===== config.mk =====
export PLATFORM = sky130hd
export DESIGN_NAME = led_pattern_sched
export DESIGN_NICKNAME = d
export VERILOG_FILES = /design/src/rtl/led_pattern_sched.sv
export SDC_FILE = /design/constraint.sdc
export NUM_CORES = 1
export LEC_CHECK = 0
export CAP_MARGIN = 30
export CELL_PAD_IN_SITES_DETAIL_PLACEMENT = 0
export CELL_PAD_IN_SITES_GLOBAL_PLACEMENT = 2
export CORE_MARGIN = 3
export CORE_UTILIZATION = 36
export CTS_BUF_LIST = sky130_fd_sc_hd__clkbuf_8
export CTS_CLUSTER_SIZE = 25
export DETAILED_ROUTE_END_ITERATION = 8
export HOLD_SLACK_MARGIN = 0.12
export PLACE_DENSITY_LB_ADDON = 0.1
export SLEW_MARGIN = 20
export SYNTH_ARGS = -nofsm -noshare
export SYNTH_HDL_FRONTEND = slang
export SYNTH_SLANG_ARGS = --single-unit

===== constraint.sdc =====
create_clock -name clk -period 6.75 [get_ports clk]
set_clock_uncertainty 0.05 [all_clocks]
set_input_delay 0.675 -clock clk [delete_from_list [all_inputs] [get_ports clk]]
set_output_delay 0.675 -clock clk [all_outputs]
set_load 0.01 [all_outputs]

===== src/rtl/led_pattern_sched.sv =====
// led_pattern_sched: round-robin scheduler of two pattern requesters onto an 8-LED bank.
// Define LED_PWM_EN to add per-command 4-bit brightness PWM on the LED outputs.
module led_pattern_sched #(
    parameter int CLK_DIV = 25_000_000,
    parameter int CNT_W   = 8
) (
    input  logic             clk,
    input  logic             rst,
    input  logic             req0_valid,
    output logic             req0_ready,
    input  logic [1:0]       req0_mode,
    input  logic [7:0]       req0_pattern,
    input  logic [CNT_W-1:0] req0_count,
    input  logic             req1_valid,
    output logic             req1_ready,
    input  logic [1:0]       req1_mode,
    input  logic [7:0]       req1_pattern,
    input  logic [CNT_W-1:0] req1_count,
`ifdef LED_PWM_EN
    input  logic [3:0]       req0_bright,
    input  logic [3:0]       req1_bright,
`endif
    output logic [7:0]       leds,
    output logic             busy,
    output logic             grant_id,
    output logic             done
);
    localparam int PW = CLK_DIV > 1 ? $clog2(CLK_DIV) : 1;
    typedef enum logic [1:0] {IDLE, RUN, DONE} state_t;
    state_t           state_q, state_d;
    logic [PW-1:0]    presc_q, presc_d;
    logic [CNT_W-1:0] step_q, step_d, count_q, count_d, a_count;
    logic [7:0]       pat_q, pat_d, base_q, base_d, a_pat, nxt_pat;
    logic [1:0]       mode_q, mode_d, a_mode;
    logic             last_q, last_d, gid_q, gid_d;
    logic             sel, accept, tick;
    // When both are valid the winner is whoever did not win last time.
    assign sel        = (req0_valid && req1_valid) ? ~last_q : req1_valid;
    assign req0_ready = !rst && state_q == IDLE && req0_valid && !sel;
    assign req1_ready = !rst && state_q == IDLE && req1_valid && sel;
    assign accept     = req0_ready || req1_ready;
    assign a_mode     = sel ? req1_mode : req0_mode;
    assign a_pat      = sel ? req1_pattern : req0_pattern;
    assign a_count    = sel ? req1_count : req0_count;
    assign tick       = presc_q == PW'(CLK_DIV - 1);
    // Blink restores the latched pattern on odd-to-even step transitions.
    assign nxt_pat = mode_q == 2'd0 ? pat_q :
                     mode_q == 2'd1 ? (step_q[0] ? base_q : 8'h00) :
                     mode_q == 2'd2 ? {pat_q[6:0], pat_q[7]} :
                                      {pat_q[0], pat_q[7:1]};
    always_comb begin
        state_d = state_q;
        presc_d = presc_q;
        step_d  = step_q;
        count_d = count_q;
        pat_d   = pat_q;
        base_d  = base_q;
        mode_d  = mode_q;
        last_d  = last_q;
        gid_d   = gid_q;
        case (state_q)
            IDLE: if (accept) begin
                last_d  = sel;
                gid_d   = sel;
                count_d = a_count;
                mode_d  = a_mode;
                base_d  = a_pat;
                presc_d = '0;
                step_d  = '0;
                state_d = a_count == '0 ? DONE : RUN;
                pat_d   = a_count == '0 ? 8'h00 : a_pat;
            end
            RUN: begin
                presc_d = tick ? '0 : presc_q + PW'(1);
                if (tick && step_q == count_q - CNT_W'(1)) begin
                    state_d = DONE;
                    pat_d   = 8'h00;
                end else if (tick) begin
                    step_d = step_q + CNT_W'(1);
                    pat_d  = nxt_pat;
                end
            end
            default: state_d = IDLE;
        endcase
    end
    always_ff @(posedge clk) begin
        if (rst) begin
            state_q <= IDLE;
            presc_q <= '0;
            step_q  <= '0;
            count_q <= '0;
            pat_q   <= '0;
            base_q  <= '0;
            mode_q  <= '0;
            last_q  <= 1'b1;
            gid_q   <= 1'b0;
        end else begin
            state_q <= state_d;
            presc_q <= presc_d;
            step_q  <= step_d;
            count_q <= count_d;
            pat_q   <= pat_d;
            base_q  <= base_d;
            mode_q  <= mode_d;
            last_q  <= last_d;
            gid_q   <= gid_d;
        end
    end
    assign busy     = state_q != IDLE;
    assign done     = state_q == DONE;
    assign grant_id = gid_q;
`ifdef LED_PWM_EN
    logic [3:0] pwm_q, bright_q;
    always_ff @(posedge clk) begin
        if (rst) begin
            pwm_q    <= '0;
            bright_q <= '0;
        end else begin
            pwm_q    <= pwm_q + 4'd1;
            bright_q <= accept ? (sel ? req1_bright : req0_bright) : bright_q;
        end
    end
    assign leds = state_q == RUN ? pat_q & {8{pwm_q < bright_q}} : 8'h00;
`else
    assign leds = pat_q;
`endif
endmodule


==> qor.csv <==
metric,value,unit
tightest_pin_transition,0.762,ns
area_overhead_vs_synth,22.7,%
min_path_cells,2,
layout.filler_cells,979,
synth.top_cells.by_area,"sky130_fd_sc_hd__dfxtp_1 36%, sky130_fd_sc_hd__nor2_1 6.7%, sky130_fd_sc_hd__mux2i_1 5.1%",
drtIter0Drc,151,
die-height,105,um
post_cts.resized_instances,0,
startpoint_type,input port,
placed_cells,587,
crit_required,6.02,ns
rel_slew_slack,49.2,%
cp.depth,5,
worst-path-max-fanout,13,
critical-path-top-delay-family,buffers and inverters,
clk-insertion-delay-late,0.33,ns
route.detailed.drc,0,
postLayoutCoreUtil,45.9,%
clock_tree_from_tritoncts,done,
achievable-frequency,0.291,GHz
syn-cell-area,3510,sq um
totalNegativeSetupSlack,0,ns
finalWeightedCongestion,0.781,
yosys_register_bits,63,
setup_viol,0,
fp.dieArea,11000,sq um
yosysUniqueCellTypes,57,
cts_max_level,3,
detail_route.first_pass.iterations,7,
path_type_of_the_worst_min_delay_path,flip-flop to flip-flop,
routed_wire_length_per_instance,15.7,um
cts-root-buf,sky130_fd_sc_hd__clkbuf_8,
rsz0062_at_grt,false,
route.antenna.remaining_nets,0,
layout.cells.most_common,sky130_fd_sc_hd__dfxtp_1,
worst_ep_arrival_time,2.71,ns
synth_flop_cell,sky130_fd_sc_hd__dfxtp_1,
finalNonFillerCells,602,
detail_route.vias_per_cell,5.41,
syn_avg_cell_area,8.31,sq um
status,completed,
floorplan.io_pins,53,
die_w,105,um
max_slew_violation_count,0,
drive_above_1_share,6.77,%
final_nets,512,
antenna-diode-count,0,
post_synth_inst_count,422,
cts_inserted_buffers,9,
cellPowerDensity,208,nW/um^2
detailed_route_via_count,3256,
timing.critical_path.buf_inv,3,
maxCapViolCount,0,
yosysSeqAreaShare,36.0,%
crit_chain,clkdlybuf4s50_1 -> a21boi_2 -> buf_4 -> nor4b_1 -> clkdlybuf4s50_1,
crit_path_end_kind,output pin,
r2r_cells,8,
clk_transition_reported_paths,0.06,ns
initial_standard_cell_utilization_of_the_core,37.4,%
finalHoldWorstSlack,0.437,ns
io_buffers,52,
timing.final.hold_violations,0,
crit_path_top_delay_cell,sky130_fd_sc_hd__a21boi_2,
synth_edf_count,0,
multi_input_gate_area_in_the_final_layout,2150,sq um
synth_top_area_cell,sky130_fd_sc_hd__dfxtp_1,
hpwlAfterDp,6840,um
worst_path_most_repeated_cell,sky130_fd_sc_hd__clkdlybuf4s50_1,
std_cell_rows,35,
grt_max_degree,42,
slack_of_the_worst_reg_to_reg_path,4.02,ns
fin_crit_sh,50.9,%
leakage,1.46,nW
ys_warn_count,0,
max-clock-path-buffers,2,
async_reset_ff_share,0,%
highest_count_cells_in_the_layout_ignoring_fill_and_taps,"63 x sky130_fd_sc_hd__dfxtp_1, 62 x sky130_fd_sc_hd__nor2_1, 52 x sky130_fd_sc_hd__clkdlybuf4s50_1",
crit_type,input port to output pin,
grtUsageTotal,17.7,%
antenna_found_initial,0,
critPathMaxStageDelay,0.62,ns
holdBufCountCts,0,
layout_min_cycle_time,3.44,ns
cts.repair_timing.setup_buffer_count,0,
sequential_cell_area,1260,sq um
totalWireLength,9470,um
synth.top_cell.area_share,36.0,%
power.ir.vdd_worst,0.113,mV
grt_pass1_vias,3236,
first_pass_grt_wire_length,16000,um
numClockSinks,63,
coreArea,9370,sq um
synth.net_count,465,
global_route.overflow_total,0,
## power by group
part | total (mW) | internal [mW] | switching (mW)
combinational | 0.194 | 0.0945 | 0.0990
clock | 0.283 | 0.138 | 0.145
sequential | 0.418 | 0.394 | 0.0242
## registers in the layout (all words and copies together) (netlist names)
name / count
state_q: 2
leds: 8
base_q: 8
step_q: 8
last_q: 1
count_q: 8
mode_q: 2
grant_id: 1
presc_q: 25
## final timing paths
| kind | to | start |
|---|---|---|
| worst max-delay path | req0_ready | req0_valid |
| worst min-delay path | leds[1] | leds[1] |
| worst max register to register | leds[2] | count_q[0] |
| worst min register to register | leds[1] | leds[1] |
## cells by family after synthesis
family / synth area share (%)
simple gates: 27.5
compound gates: 19.8
flops: 36.0
xor+xnor: 7.49
buf+inv: 3.03
mux: 5.14
fa+ha+maj: 1.07
## layer usage
metal  routed length (um)  up-vias  track usage (%)
met5                    0        -                0
met4                   61        0             4.22
met3                  303        6             3.52
met1                 4590     1543             23.2
li1                     -     1658                -
met2                 4510       49             30.1
## through the flow
step / cell area [sq um] / setup WS (ns) / total power, mW
2_1_floorplan: 3510 / 4.25 / 0.540
4_1_cts: 4300 / 3.29 / 0.909
5_1_grt: 4300 / 3.17 / 0.947
3_5_place_dp: 4140 / 3.19 / 0.621
3_3_place_gp: 4140 / 3.24 / 0.620
6_report: 4300 / 3.31 / 0.894
## cells in the mapped netlist, types with 2 or more instances
master,number
sky130_fd_sc_hd__a211oi_1,18
sky130_fd_sc_hd__a21boi_1,8
sky130_fd_sc_hd__a21oi_1,18
sky130_fd_sc_hd__a22oi_1,6
sky130_fd_sc_hd__a2bb2oi_1,4
sky130_fd_sc_hd__and2_1,2
sky130_fd_sc_hd__and3_1,7
sky130_fd_sc_hd__clkbuf_1,17
sky130_fd_sc_hd__dfxtp_1,63
sky130_fd_sc_hd__ha_1,3
sky130_fd_sc_hd__inv_1,6
sky130_fd_sc_hd__mux2i_1,18
sky130_fd_sc_hd__nand2_1,21
sky130_fd_sc_hd__nand2b_1,14
sky130_fd_sc_hd__nand3_1,14
sky130_fd_sc_hd__nand4_1,15
sky130_fd_sc_hd__nor2_1,63
sky130_fd_sc_hd__nor2b_1,3
sky130_fd_sc_hd__nor3_1,5
sky130_fd_sc_hd__nor3b_1,7
sky130_fd_sc_hd__nor4_1,6
sky130_fd_sc_hd__o21a_1,5
sky130_fd_sc_hd__o21ai_0,17
sky130_fd_sc_hd__o22ai_1,4
sky130_fd_sc_hd__o31ai_1,8
sky130_fd_sc_hd__or2_2,2
sky130_fd_sc_hd__or4_1,10
sky130_fd_sc_hd__xnor2_1,11
sky130_fd_sc_hd__xor2_1,19
## final cells by class
type                            count  area share (%)
Inverter                            7           0.611
Timing Repair Buffer               55            12.6
Multi-Input combinational cell    333            49.9
Tap cell                          129            3.75
Clock inverter                      5           0.611
Clock buffer                       10            3.20
Sequential cell                    63            29.3
## worst reg2reg max path, cell delays in order (launching register included)
cell and delay [ns]:
sky130_fd_sc_hd__dfxtp_1 0.42, sky130_fd_sc_hd__inv_1 0.07, sky130_fd_sc_hd__ha_1 0.25, sky130_fd_sc_hd__nor3b_1 0.17
sky130_fd_sc_hd__xnor2_1 0.13, sky130_fd_sc_hd__a311oi_1 0.56, sky130_fd_sc_hd__nand4_1 0.49, sky130_fd_sc_hd__nor3b_1 0.31
sky130_fd_sc_hd__a2bb2oi_1 0.16
No activity file was read; power rests on OpenSTA's default activity.
